### config.mk
export PLATFORM = sky130hd
export DESIGN_NAME = fixed_to_float_conv
export DESIGN_NICKNAME = d
export VERILOG_FILES = /design/src/rtl/fixed_to_float_conv.sv
export SDC_FILE = /design/constraint.sdc
export NUM_CORES = 1
export LEC_CHECK = 0
export CORE_UTILIZATION = 50
export CTS_CLUSTER_DIAMETER = 120
export DETAILED_ROUTE_END_ITERATION = 7
export MAX_ROUTING_LAYER = met4
export PLACE_DENSITY = 0.81
export SYNTH_ARGS = -nofsm -noshare
export SYNTH_HDL_FRONTEND = slang
export SYNTH_SLANG_ARGS = --single-unit
### constraint.sdc
create_clock -name clk -period 3.1 [get_ports clk]
set_input_delay 0.62 -clock clk [delete_from_list [all_inputs] [get_ports clk]]
set_output_delay 0.62 -clock clk [all_outputs]
set_load 0.05 [all_outputs]
### src/rtl/fixed_to_float_conv.sv
// -----------------------------------------------------------------------------
// fixed_to_float_conv
//
// Converts an unsigned 8.8 fixed-point operand (IIIIIIII.FFFFFFFF) into an
// IEEE 754 binary16 value (SEEEEEFFFFFFFFFF, bias 15) so fixed-point operands
// can enter the float multiplier datapath. Normalisation is iterative: the
// mantissa is shifted left one bit per clock until its MSB is set. Because the
// input is unsigned and at most 16 bits wide, the sign is always 0. The output
// can never overflow and can never be subnormal.
//
// Parameters
//   ROUND_NEAREST  1: round-to-nearest-even on the dropped bits, 0: truncate
//
// Ports
//   clk        in   1   clock, rising edge
//   rst_n      in   1   asynchronous reset, active low
//   in_valid   in   1   in_data is valid
//   in_ready   out  1   converter can accept an operand (idle)
//   in_data    in   16  unsigned 8.8 fixed-point operand
//   out_valid  out  1   result and inexact are valid
//   out_ready  in   1   consumer accepts the result
//   result     out  16  binary16 value
//   inexact    out  1   nonzero bits were dropped (evaluated before rounding)
// -----------------------------------------------------------------------------
module fixed_to_float_conv #(
    parameter bit ROUND_NEAREST = 1'b1
) (
    input  logic        clk,
    input  logic        rst_n,
    input  logic        in_valid,
    output logic        in_ready,
    input  logic [15:0] in_data,
    output logic        out_valid,
    input  logic        out_ready,
    output logic [15:0] result,
    output logic        inexact
);

    typedef enum logic [1:0] {
        IDLE = 2'd0,
        NORM = 2'd1,
        DONE = 2'd2
    } state_t;

    // An operand whose MSB already sits in bit 15 has value 2^7 * 1.f,
    // which gives a biased exponent of 7 + 15 = 22.
    localparam logic [4:0] EXP_START = 5'd22;

    state_t      state;
    state_t      state_next;
    logic [15:0] mant;
    logic [15:0] mant_next;
    logic [4:0]  exponent;
    logic [4:0]  exponent_next;
    logic [15:0] result_reg;
    logic [15:0] result_next;
    logic        inexact_reg;
    logic        inexact_next;

    logic [9:0]  frac_trunc;
    logic        guard;
    logic        sticky;
    logic        round_up;
    logic [10:0] frac_sum;
    logic [4:0]  exponent_rounded;
    logic [15:0] packed_result;

    // Field extraction from the normalised mantissa. Bit 15 is the hidden
    // leading one, the next ten bits are the stored fraction, and the
    // remaining five bits are what gets dropped.
    assign frac_trunc = mant[14:5];
    assign guard      = mant[4];
    assign sticky     = |mant[3:0];

    // A fraction of all ones that rounds up carries into the exponent. The
    // fraction field then wraps to zero, which is the correct encoding of
    // the next power of two.
    assign round_up         = ROUND_NEAREST ? (guard && (sticky || frac_trunc[0])) : 1'b0;
    assign frac_sum         = {1'b0, frac_trunc} + {10'd0, round_up};
    assign exponent_rounded = exponent + {4'd0, frac_sum[10]};
    assign packed_result    = {1'b0, exponent_rounded, frac_sum[9:0]};

    // The handshake flags depend on the state alone, so there is never a
    // combinational path from in_valid/out_ready to in_ready/out_valid.
    assign in_ready  = (state == IDLE);
    assign out_valid = (state == DONE);
    assign result    = result_reg;
    assign inexact   = inexact_reg;

    // State register. Reset abandons any conversion in flight.
    always_ff @(posedge clk or negedge rst_n) begin
        if (!rst_n) begin
            state <= IDLE;
        end else begin
            state <= state_next;
        end
    end

    // Datapath registers. The result registers are only loaded when a
    // conversion finishes, so they stay stable throughout backpressure.
    always_ff @(posedge clk or negedge rst_n) begin
        if (!rst_n) begin
            mant        <= 16'h0000;
            exponent    <= 5'd0;
            result_reg  <= 16'h0000;
            inexact_reg <= 1'b0;
        end else begin
            mant        <= mant_next;
            exponent    <= exponent_next;
            result_reg  <= result_next;
            inexact_reg <= inexact_next;
        end
    end

    // Next-state and datapath control. Inputs are only looked at while idle.
    // A zero operand takes one pass through NORM so that its latency matches
    // that of an already-normalised operand, and it never enters the shift
    // loop, which would otherwise never terminate.
    always_comb begin
        state_next    = state;
        mant_next     = mant;
        exponent_next = exponent;
        result_next   = result_reg;
        inexact_next  = inexact_reg;

        case (state)
            IDLE: begin
                if (in_valid) begin
                    mant_next     = in_data;
                    exponent_next = EXP_START;
                    state_next    = NORM;
                end
            end

            NORM: begin
                if (mant == 16'h0000) begin
                    result_next  = 16'h0000;
                    inexact_next = 1'b0;
                    state_next   = DONE;
                end else if (mant[15]) begin
                    result_next  = packed_result;
                    inexact_next = guard | sticky;
                    state_next   = DONE;
                end else begin
                    // At most 15 shifts are needed, so the exponent stays >= 7.
                    mant_next     = {mant[14:0], 1'b0};
                    exponent_next = exponent - 5'd1;
                end
            end

            DONE: begin
                if (out_ready) begin
                    state_next = IDLE;
                end
            end

            default: begin
                state_next = IDLE;
            end
        endcase
    end

endmodule

# [Yosys cells after proc, flatten, opt, wreduce, memory -nomap -nowiden]
# Cells that the tools add are included.
[totals] inputBits=20 ff_bits=40 out_inout_bits=19 wordCells=45
[classes] reduce_logical=11 bitwise=1 addsub=3 n_eq_ne=7 n_mux=17
[ops] op="$mux W16" count=5
[ops] op="$pmux W16 S2" count=1
[ops] op="$logic_not A16 Y1" count=1
[ops] op="$mux W5" count=3
[ops] op="$add A10 B1 Y11" count=1
[ops] op="$pmux W5 S2" count=1
[ops] op="$mux W2" count=4
[ops] op="$ne A2 B2 Y1 const B" count=3
[ops] op="$pmux W2 S3" count=1
[ops] op="$reduce_and A3 Y1" count=2
[ops] op="$add A5 B1 Y5" count=1
[ops] op="$sub A5 B1 Y5 const B" count=1
[ops] op="$reduce_and A4 Y1" count=1
[ops] op="$reduce_bool A2 Y1" count=2
[ops] op="$reduce_or A4 Y1" count=1
[ops] op="$ne A3 B3 Y1 const B" count=1
[ops] op="$eq A2 B1 Y1 const B" count=1
[ops] op="$eq A2 B2 Y1 const B" count=1
[ops] op="$logic_not A2 Y1" count=1
[ops] op="$mux W1" count=2
[ops] op="$ne A2 B1 Y1 const B" count=1
[ops] op="$reduce_and A2 Y1" count=1
[ops] op="$logic_and A1 B1 Y1" count=1
[ops] op="$logic_or A1 B1 Y1" count=1
[ops] op="$or A1 B1 Y1" count=1

# [Longest topological paths before layout]
[logic_depth] ltp_word=7 mapped_depth=9 depth_no_buf=9

# [Least setup slack after synthesis]
# OpenSTA, ideal clock, no wires.
[synth_timing] path_kind="reg-to-reg" startpoint="reg state[0]" endpoint="reg exponent[3]" path_buffers=1 setup_time_ps=139 synth_period_minus_slack_ps=1980 t_arrival_ps=1841 t_required_ps=2961 path_slack_ps=1120 stages_incl_launch_ff=6 path_cell_list="dfrtp_1 nor2_1 nand2_1 clkbuf_1 o311ai_0 o31ai_1"
[synth_via] elab_chain_cells=3 elab_cells_between_ends=8 cone_classes="eq/ne (4); mux (1); reduce/logical (3)"
[synth_lines] item="from (decl)" line="49" rtl="state_t state;"
[synth_lines] item="from (signal assigned)" line="95" rtl="state <= state_next;"
[synth_lines] item="$logic_not A2 Y1 (*)"
[synth_lines] item="via in_ready" line="31" rtl="output logic in_ready,"
[synth_lines] item="$ne A2 B2 Y1 (no line) / $reduce_bool A2 Y1 (equally long branches)"
[synth_lines] item="$reduce_and A4 Y1 (no line)"
[synth_lines] item="to (signal assigned)" line="109" rtl="exponent <= exponent_next;"
[synth_lines] item="to (decl)" line="53" rtl="logic [4:0] exponent;"
# Mark *: on every way through the listed nets, which the timed path passes. The rest lies on a longest branch.
# A chain may end at the register's enable or synchronous reset.

# [Worst setup path in the final report]
[layout_timing] startpoint="reg state[0]" endpoint="out out_valid"
[layout_via] elab_chain_cells=1
[layout_lines] item="$eq A2 B2 Y1" line="86" rtl="assign out_valid = (state == DONE);"
[layout_lines] item="to (decl)" line="33" rtl="output logic out_valid,"
# No other way between the ends.

==> metrics.csv <==
metric;value;unit
Synth area leader;dfrtp_1;
worst path buffer plus inverter count;2;
post-route setup slack;752;ps
Final setup violation count;0;
final slew viol count;0;
DR WL/cell;15.4;µm
ANT nets after route;0;
nets@finish;248;
final hold viol count;0;
Worst Tran Pin Value;852;ps
Worst Setup Path Type;flop to output pin;
EDFF count, synth;0;
reg-to-reg slack, setup;1160;ps
Rows;22;
Post-synth top flop;dfrtp_1;
vias after detailed routing;1602;
top-area cell type share of the netlist area;47.9;%
Crit-path slowest cell;clkdlybuf4s50_1;
Mapped Cells;194;
Peak supply drop;0.541;mV
Slew HR;43.2;%
area of the multi-input gates;941;µm²
area grow syn2layout;22.0;%
Post-Syn Nets;218;
sequential power share;35.8;%
clock sink count;39;
top cells by area, synth;dfrtp_1, o32ai_1, o2bb2ai_1;
Critical R2R Launch;mant[4];
top cells by count, synth;dfrtp_1, nor2_1, a21oi_1;
overall routing resource usage;22.6;%
crit path launch;state[0];
Worst setup SP type;flop;
Comb pwr share;51.3;%
worst path cell trace;nand2b_1 > inv_1 > clkdlybuf4s50_1;
Reg area;976;µm²
post-CTS setup buffer count;0;
Synth cell types;42;
Async SR Flop Fraction;100;%
Synth Register Bits;39;
grt total ovfl;0;
Hold-fix buffers, CTS;0;
CORE AREA;0.00377;mm²
routed vias/inst;5.87;
H-tree lvl count;2;
period utilization;75.7;%
dpl hpwl;2840;µm
Layout Skew;4.90;ps
count leader, synth;dfrtp_1;
flip-flop count of the largest register, all copies and words added;16;
Die Ht;65.8;µm
Clk Latency, worst-skew pair;290;ps
Die ar.;0.00433;mm²
Reg clk slew, reported paths;70;ps
Switching Power;0.00137;W
pwr/cell area;1160;mW/mm²
Clock Tree Buf Depth;2;
Clock power frac;12.9;%
top-level I/O count;39;
First-pass DRT Iterations;4;
crit-path max FO;5;
Die X;65.8;µm
CTS Buf Count;5;
share of layout cells above drive strength 1;8.00;%
routability congestion estimate from global placement;0.919;
Pleak;0.976;nW
CP peak stage delay;790;ps
Worst setup EP type;output pin;
post-CTS resize count;0;
setup slack at placement;1070;ps
fmax;426;MHz
filler instances;326;
PortBufs;37;
effective utilization at floorplan;54.0;%
antenna violations before repair;0;
Tmin final;2350;ps
final WL;4200;µm
first-pass GRT wire length;7160;µm
Residual DRC;0;
CP arrival;1730;ps
vias in the first global route;1483;
Req. time, crit path;2480;ps
pin count of the biggest net entering global routing;40;
yosys warns;0;
CTS tree;built;
Avg Inst Size Synth;10.5;µm²
family with the most delay on the worst path;buffers and inverters;
status;complete, no violations;
setup TNS;0;ps
Synth Cell Area;0.00204;mm²
post-synthesis sequential area ratio;47.9;%
min-delay worst type;primary input to async pin;
ANT cells;0;
max-cap check violation count;0;
CTS Root Cell;clkbuf_8;
Internal;0.00151;W
initial drt markers;75;
Sw Share;47.5;%
RSZ-0062 raised after global routing;false;
## final cells by class
cell class              count  area share, %
inverters                   5          0.756
well taps                  48           2.42
repair buffers             40           15.6
multi-input cells         133           37.9
clock buffers               8           4.03
flip-flops and latches     39           39.3
## worst reg2reg max path, delay by kind of cell, from the launching register on
family	cells	cell delay (ps)
AOI/OAI and AO/OA	1	130
adders and majority gates	3	620
and+or+nand+nor	4	480
DFF	1	470
xor gates and xnor gates	1	160
## cells by family after synthesis
group                    count (synthesis)  synth area share [%]
AO/OA/AOI/OAI                           57                  20.8
AND/OR/NAND/NOR                         57                  16.1
flip-flops                              39                  47.9
buffers and inverters                   22                  6.08
XOR/XNOR                                11                  4.73
adder cells (fa/ha/maj)                  4                  2.46
multiplexers                             3                  1.72
other                                    1                 0.184
## worst paths after layout
path,endpoint,cells past startpoint
hold / removal,result[12],1
max in group asynchronous,mant[2],1
hold reg to reg,result[12],1
setup / recovery,out_valid,3
setup reg to reg,result[14],9
min in group clk,result[12],1
## stage by stage
step	area, µm²	util (%)	total power, W	hold slack [ps]	std cells
2_1_floorplan	2040	-	0.00211	324	194
3_3_place_gp	2380	63.2	0.00247	471	265
3_5_place_dp	2380	63.2	0.00250	477	265
4_1_cts	2480	65.9	0.00288	454	273
5_1_grt	2480	65.9	0.00306	500	273
6_report	2480	65.9	0.00287	433	273
## layout by cell type (no fill, tap or decap), drive strengths merged, types with 2 or more instances in the layout
cell,Yosys,layout
clkdlybuf4s50,0,36
inv,5,5
nand4,6,6
xor2,7,7
nor4,3,3
a32o,4,4
xnor2,4,4
a21oi,15,15
ha,4,4
dfrtp,39,39
nand3,7,7
buf,9,4
nand2b,2,2
o32ai,14,14
mux2i,2,2
nor3b,2,2
nor2,20,20
nor3,2,2
nand2,8,8
o2bb2ai,11,11
o21ai,6,6
or3,2,2
clkbuf,8,8
## power groups by stage
stage / registers (W) / clock network, W / logic [W]
2_1_floorplan: 0.00125 / 0 / 0.000863
4_1_cts: 0.00102 / 0.000380 / 0.00147
3_5_place_dp: 0.00103 / 0 / 0.00147
5_1_grt: 0.00107 / 0.000401 / 0.00159
6_report: 0.00103 / 0.000372 / 0.00147
3_3_place_gp: 0.00102 / 0 / 0.00145
## routing by layer
| metal | wire length (µm) | GRT usage (%) |
|---|---|---|
| met5 | 0 | - |
| met3 | 225 | 5.69 |
| met1 | 2050 | 30.6 |
| met4 | 62 | 7.34 |
| met2 | 1870 | 33.2 |
(Power assumes the default switching activity.)
